<file path="src/rtl/alu_issue.sv">
// rtl/alu_issue.sv - RV32I OP/OP-IMM issue, operand read and writeback unit
module alu_issue (
  input  logic        clk,
  input  logic        rst,
  input  logic        instr_valid,
  input  logic [31:0] instr,
  output logic        instr_ready,
  output logic [6:0]  opcode,
  output logic [2:0]  funct3,
  output logic [6:0]  funct7,
  output logic [11:0] imm,
  output logic [4:0]  shamt,
  output logic [31:0] rv1,
  output logic [31:0] rv2,
  input  logic [31:0] valout,
  output logic        retire_valid,
  output logic        retire_illegal,
  output logic [4:0]  retire_rd,
  output logic [31:0] retire_data,
  output logic [31:0] retire_count,
  input  logic [4:0]  dbg_addr,
  output logic [31:0] dbg_data
);

  typedef enum logic [1:0] {IDLE, READ, EXEC, WB} state_t;

  state_t      state;
  logic [31:0] ir;
  logic [31:0] result;
  logic        legal;
  logic [31:0] regs [32];

  function automatic logic decode_legal(input logic [31:0] w);
    logic [6:0] op;
    logic [2:0] f3;
    logic [6:0] f7;
    logic       ok;
    op = w[6:0];
    f3 = w[14:12];
    f7 = w[31:25];
    ok = 1'b0;
    case (op)
      7'b0010011: begin
        case (f3)
          3'b001:  ok = (f7 == 7'b0000000);
          3'b101:  ok = (f7 == 7'b0000000) || (f7 == 7'b0100000);
          default: ok = 1'b1;
        endcase
      end
      7'b0110011: begin
        ok = (f7 == 7'b0000000) ||
             ((f7 == 7'b0100000) && ((f3 == 3'b000) || (f3 == 3'b101)));
      end
      default: ok = 1'b0;
    endcase
    return ok;
  endfunction

  assign opcode = ir[6:0];
  assign funct3 = ir[14:12];
  assign funct7 = ir[31:25];
  assign imm    = ir[31:20];
  assign shamt  = ir[24:20];

  // regs[0] is never written, so reads of x0 naturally return 0
  assign dbg_data = (dbg_addr == 5'd0) ? 32'd0 : regs[dbg_addr];

  always_ff @(posedge clk or posedge rst) begin
    if (rst) begin
      state          <= IDLE;
      instr_ready    <= 1'b1;
      ir             <= 32'd0;
      rv1            <= 32'd0;
      rv2            <= 32'd0;
      result         <= 32'd0;
      legal          <= 1'b0;
      retire_valid   <= 1'b0;
      retire_illegal <= 1'b0;
      retire_rd      <= 5'd0;
      retire_data    <= 32'd0;
      retire_count   <= 32'd0;
      for (int i = 0; i < 32; i++) begin
        regs[i] <= 32'd0;
      end
    end else begin
      case (state)
        IDLE: begin
          if (instr_valid) begin
            ir          <= instr;
            instr_ready <= 1'b0;
            state       <= READ;
          end
        end
        READ: begin
          rv1   <= regs[ir[19:15]];
          rv2   <= regs[ir[24:20]];
          legal <= decode_legal(ir);
          state <= EXEC;
        end
        EXEC: begin
          result         <= valout;
          retire_valid   <= 1'b1;
          retire_illegal <= ~legal;
          retire_rd      <= ir[11:7];
          retire_data    <= legal ? valout : 32'd0;
          state          <= WB;
        end
        WB: begin
          if (legal && (ir[11:7] != 5'd0)) begin
            regs[ir[11:7]] <= result;
          end
          if (legal) begin
            retire_count <= retire_count + 32'd1;
          end
          retire_valid   <= 1'b0;
          retire_illegal <= 1'b0;
          retire_rd      <= 5'd0;
          retire_data    <= 32'd0;
          instr_ready    <= 1'b1;
          state          <= IDLE;
        end
        default: state <= IDLE;
      endcase
    end
  end

endmodule

</file>
<file path="config.mk">
export PLATFORM = sky130hd
export DESIGN_NAME = alu_issue
export DESIGN_NICKNAME = d
export VERILOG_FILES = /design/src/rtl/alu_issue.sv
export SDC_FILE = /design/constraint.sdc
export NUM_CORES = 2
export LEC_CHECK = 0
export ABC_CLOCK_PERIOD_IN_PS = 63200
export CAP_MARGIN = 20
export CORE_MARGIN = 2
export CORE_UTILIZATION = 55
export DETAILED_ROUTE_END_ITERATION = 8
export GPL_ROUTABILITY_DRIVEN = 0
export PLACE_DENSITY_LB_ADDON = 0.2
export SLEW_MARGIN = 15
export SYNTH_ARGS = -nofsm -noshare
export SYNTH_HDL_FRONTEND = slang
export SYNTH_SLANG_ARGS = --single-unit
</file>
<file path="constraint.sdc">
create_clock -name clk -period 63.2 [get_ports clk]
set_input_delay 18.96 -clock clk [delete_from_list [all_inputs] [get_ports clk]]
set_output_delay 18.96 -clock clk [all_outputs]
set_load 0.005 [all_outputs]
</file>
==> metrics.txt <==
synthesis warning total=0; met1 wire length=~95 mm; maximum clock skew at final layout=~0.026 ns; Internal Power=~1.8 mW; leakage power total=about 36 nW; data required time of the critical path=44.24 ns; share of the cycle needed by the critical path after routing=0.6772; final layout net count=approximately 5500; overall fraction of global-route tracks in use=0.3445; Cell variety after synth=44; CP Cell Sequence=buf_8 > buf_4 > buf_4 > o41ai_2 > buf_4 > o21ai_1 > clkdlybuf4s50_1; async set-reset flop share out of synthesis=1.000; longest individual stage delay on the worst path=between 1 and 1.5 ns; critical path fanouts, max=between 100 and 150; Setup-failing EPs final=0; Layout Utilization=0.6140; number of hold-repair buffers added at the cts stage=0; Post CTS Setup Buffer Count=0; Hold/Removal Path Class=reg2reg; met2 layer wire length in the routed design=101.6 mm; proportion of power drawn by combinational gates=0.402; sequential group share of total power=0.324; area of the die=between 100000 and 150000 µm²; cell area after placement=74490 µm²; DIE WIDTH=~360 µm; number of synthesized register bits=~1200; relative slew slack=0.1404; Area Growth Syn to Fin=11.18%; register area share after synthesis=0.4305; kind of capture point of the worst setup path=primary output; remaining design rule violation count=0; number of violations of the max-capacitance limit=0; global-route wire length before repair=around 340 mm; Via Count=just over 50000; wire length per cell after detailed routing=~31 µm; worst setup margin=roughly 20 ns; setup repair after global routing missed its margin=false; predominant post-synthesis flop cell=dfrtp_1; cell with the most instances on the worst path=buf_4; number of placed I/O pins=274; CTS H-tree lvls=4; CTS Buffer Depth=3; Sw Share=0.3997; uppermost metal layer occupied by signal nets=met5; Final Max Tran Viols=0; final cell area excluding filler cells=slightly below 80000 µm²; Antenna Nets Post-Route=0; startpoint kind of the worst setup timing path=primary input; data arrival time at the worst-slack endpoint=around 24 ns; actual slew at the worst max-slew pin=roughly 1.3 ns; library cell contributing the largest single delay on the critical path=buf_4; number of buffers added by the clock tree synthesis step=roughly 140; DRC marker count from the first detailed-route iteration=approximately 6100; Psw=1.213 mW; number of standard cells after synthesis=between 5000 and 6000; count of input and output buffers=approximately 270; outcome=finished, final reports clean; number of antenna violations at the first check in global routing=4; setup TNS after final layout=0 ns; DR vias/cell=6.974; number of gates given a new drive strength after cts=0; Routed met3 length=approximately 23 mm; start-to-end type of the worst setup path=in2out; total power per unit cell area=around 38 nW/µm²; netlist area before placement=71320 µm²; mean instance size in the synthesized netlist=12.88 µm²; via count of the first global-routing pass=between 50000 and 60000; final wirelength=~230 mm; Period minus WS final=around 43 ns; clock share of power=0.274; maximum number of pins on one net before global-route repair=~170; proportion of layout cells with a drive suffix above 1=0.3282; number of clock sinks=between 1000 and 1500; syn_nets=5615; overflow left after global routing=0; number of endpoints with negative hold slack in the final report=0; number of enable flip-flop cells after synthesis=0; detailed-placement wirelength estimate=roughly 120 mm; CTS tree=yes; Initial Utilization=0.5522; Peak Freq=approximately 23 MHz; worst supply voltage drop on vdd=roughly 0.064 mV; drt first pass iters=6; CTS root buffer=clkbuf_16; Die Height=364.1 µm; floorplan core area=between 100000 and 150000 µm²; floorplan row count=between 100 and 150; worst skew pair latency=approximately 0.77 ns; clock transition time at the flip-flop clock pins of the worst setup and hold paths=~0.050 ns; worst setup slack after placement=between 20 and 25 ns
## cells in the mapped netlist, drive strengths merged, types with 3 or more instances
master	n	area, µm²
nor4	67	434.2
buf	335	1799
clkbuf	289	1085
or2	5	31.28
o21ai	34	170.2
xor2	7	61.31
nor2b	7	43.79
and3	5	31.28
xnor2	24	210.2
and2	4	25.02
ha	5	62.56
dfrtp	1226	30680
and4	4	35.03
mux4	320	7207
nor2	41	153.9
a21oi	290	1451
a22oi	512	3844
nand2b	40	250.2
nand3	46	230.2
nor3	3	15.01
nor3b	3	27.52
nand3b	3	22.52
inv	38	142.6
nand4	11	68.82
mux2i	1030	10310
nand2	59	224.0
mux2	1120	12610
## metrics by stage
stage / instances / hold slack [ns] / power [mW]
4_1_cts: 7269 / 0.4185 / 3.014
6_report: 7276 / 0.4216 / 3.036
5_1_grt: 7273 / 0.4373 / 3.134
3_3_place_gp: 7016 / 0.4078 / 2.169
2_1_floorplan: 5538 / 0.4655 / 1.737
3_5_place_dp: 7016 / 0.4099 / 2.182
## sequential cells by signal, indices dropped and copies added, names as in the netlist, 5 cells and up
| name | cells |
|---|---|
| regs | 1024 |
| ir | 32 |
| rv2 | 32 |
| rv1 | 32 |
| retire_rd | 5 |
| result | 32 |
| retire_data | 32 |
| retire_count | 32 |
## final timing paths
kind                                   from               to  slack, ns  cells after the start
worst min-delay path             regs[1012]       regs[1012]       0.42                      0
worst max register to register       ir[15]          rv1[18]      58.03                      8
max in group asynchronous               rst        regs[782]      40.93                      7
min in group asynchronous               rst  retire_data[29]      18.72                      2
worst max-delay path            dbg_addr[1]      dbg_data[0]      20.40                      7
worst min register to register   regs[1012]       regs[1012]       0.42                      0
## critical path: cells and delay by family
family | cells | cell delay [ns]
compound gates | 2 | 0.92
buf+inv | 5 | 3.84
## cell families (layout without fill, tap and decap cells)
kind of cell | Yosys count | after routing | share of synthesized area
compound gates | 840 | 840 | 0.07706
mux | 2470 | 2470 | 0.4224
buf+inv | 662 | 655 | 0.04244
xor+xnor | 31 | 31 | 0.003807
flops | 1227 | 1227 | 0.4305
other cells | 0 | 3 | 0
simple gates | 303 | 303 | 0.02288
fa+ha+maj | 5 | 5 | 0.0008771
## metal layers
| layer | up-vias | global-route usage |
|---|---|---|
| li1 | 20850 | - |
| met1 | 26550 | 0.4875 |
| met2 | 2763 | 0.5121 |
| met3 | 582 | 0.08163 |
| met4 | 2 | 0.1409 |
| met5 | - | 0 |
## area by class of cell
type | instances | area, µm²
clock buffer | 210 | 4225
antenna | 3 | 7.507
multi-input combinational | 3649 | 37920
sequential | 1227 | 30710
tap | 1742 | 2180
timing repair buffer | 364 | 3630
inverter | 38 | 150.1
fill | 10160 | 49860
clock inverter | 43 | 470.5
## placed cells by master (no fill, tap or decap), drive strengths merged, types with 5 or more instances in the layout
master / count
dfrtp: 1226
mux2: 1120
mux2i: 1030
a22oi: 512
mux4: 320
a21oi: 290
clkdlybuf4s50: 268
clkbuf: 210
buf: 96
nor4: 67
nand2: 59
nand3: 46
inv: 42
nor2: 41
nand2b: 40
o21ai: 34
clkinv: 27
xnor2: 24
nand4: 11
bufinv: 8
xor2: 7
nor2b: 7
or2: 5
and3: 5
ha: 5
## power groups by stage
stage                     logic, mW  clock network (mW)  registers [mW]
final                          1.22               0.832           0.985
after floorplan               0.844                   0           0.893
after detailed placement       1.18                   0           0.997
after global placement         1.17                   0           0.995
after global routing           1.26               0.875           0.999
after CTS                      1.19               0.843           0.984
(Power assumes the default switching activity.)
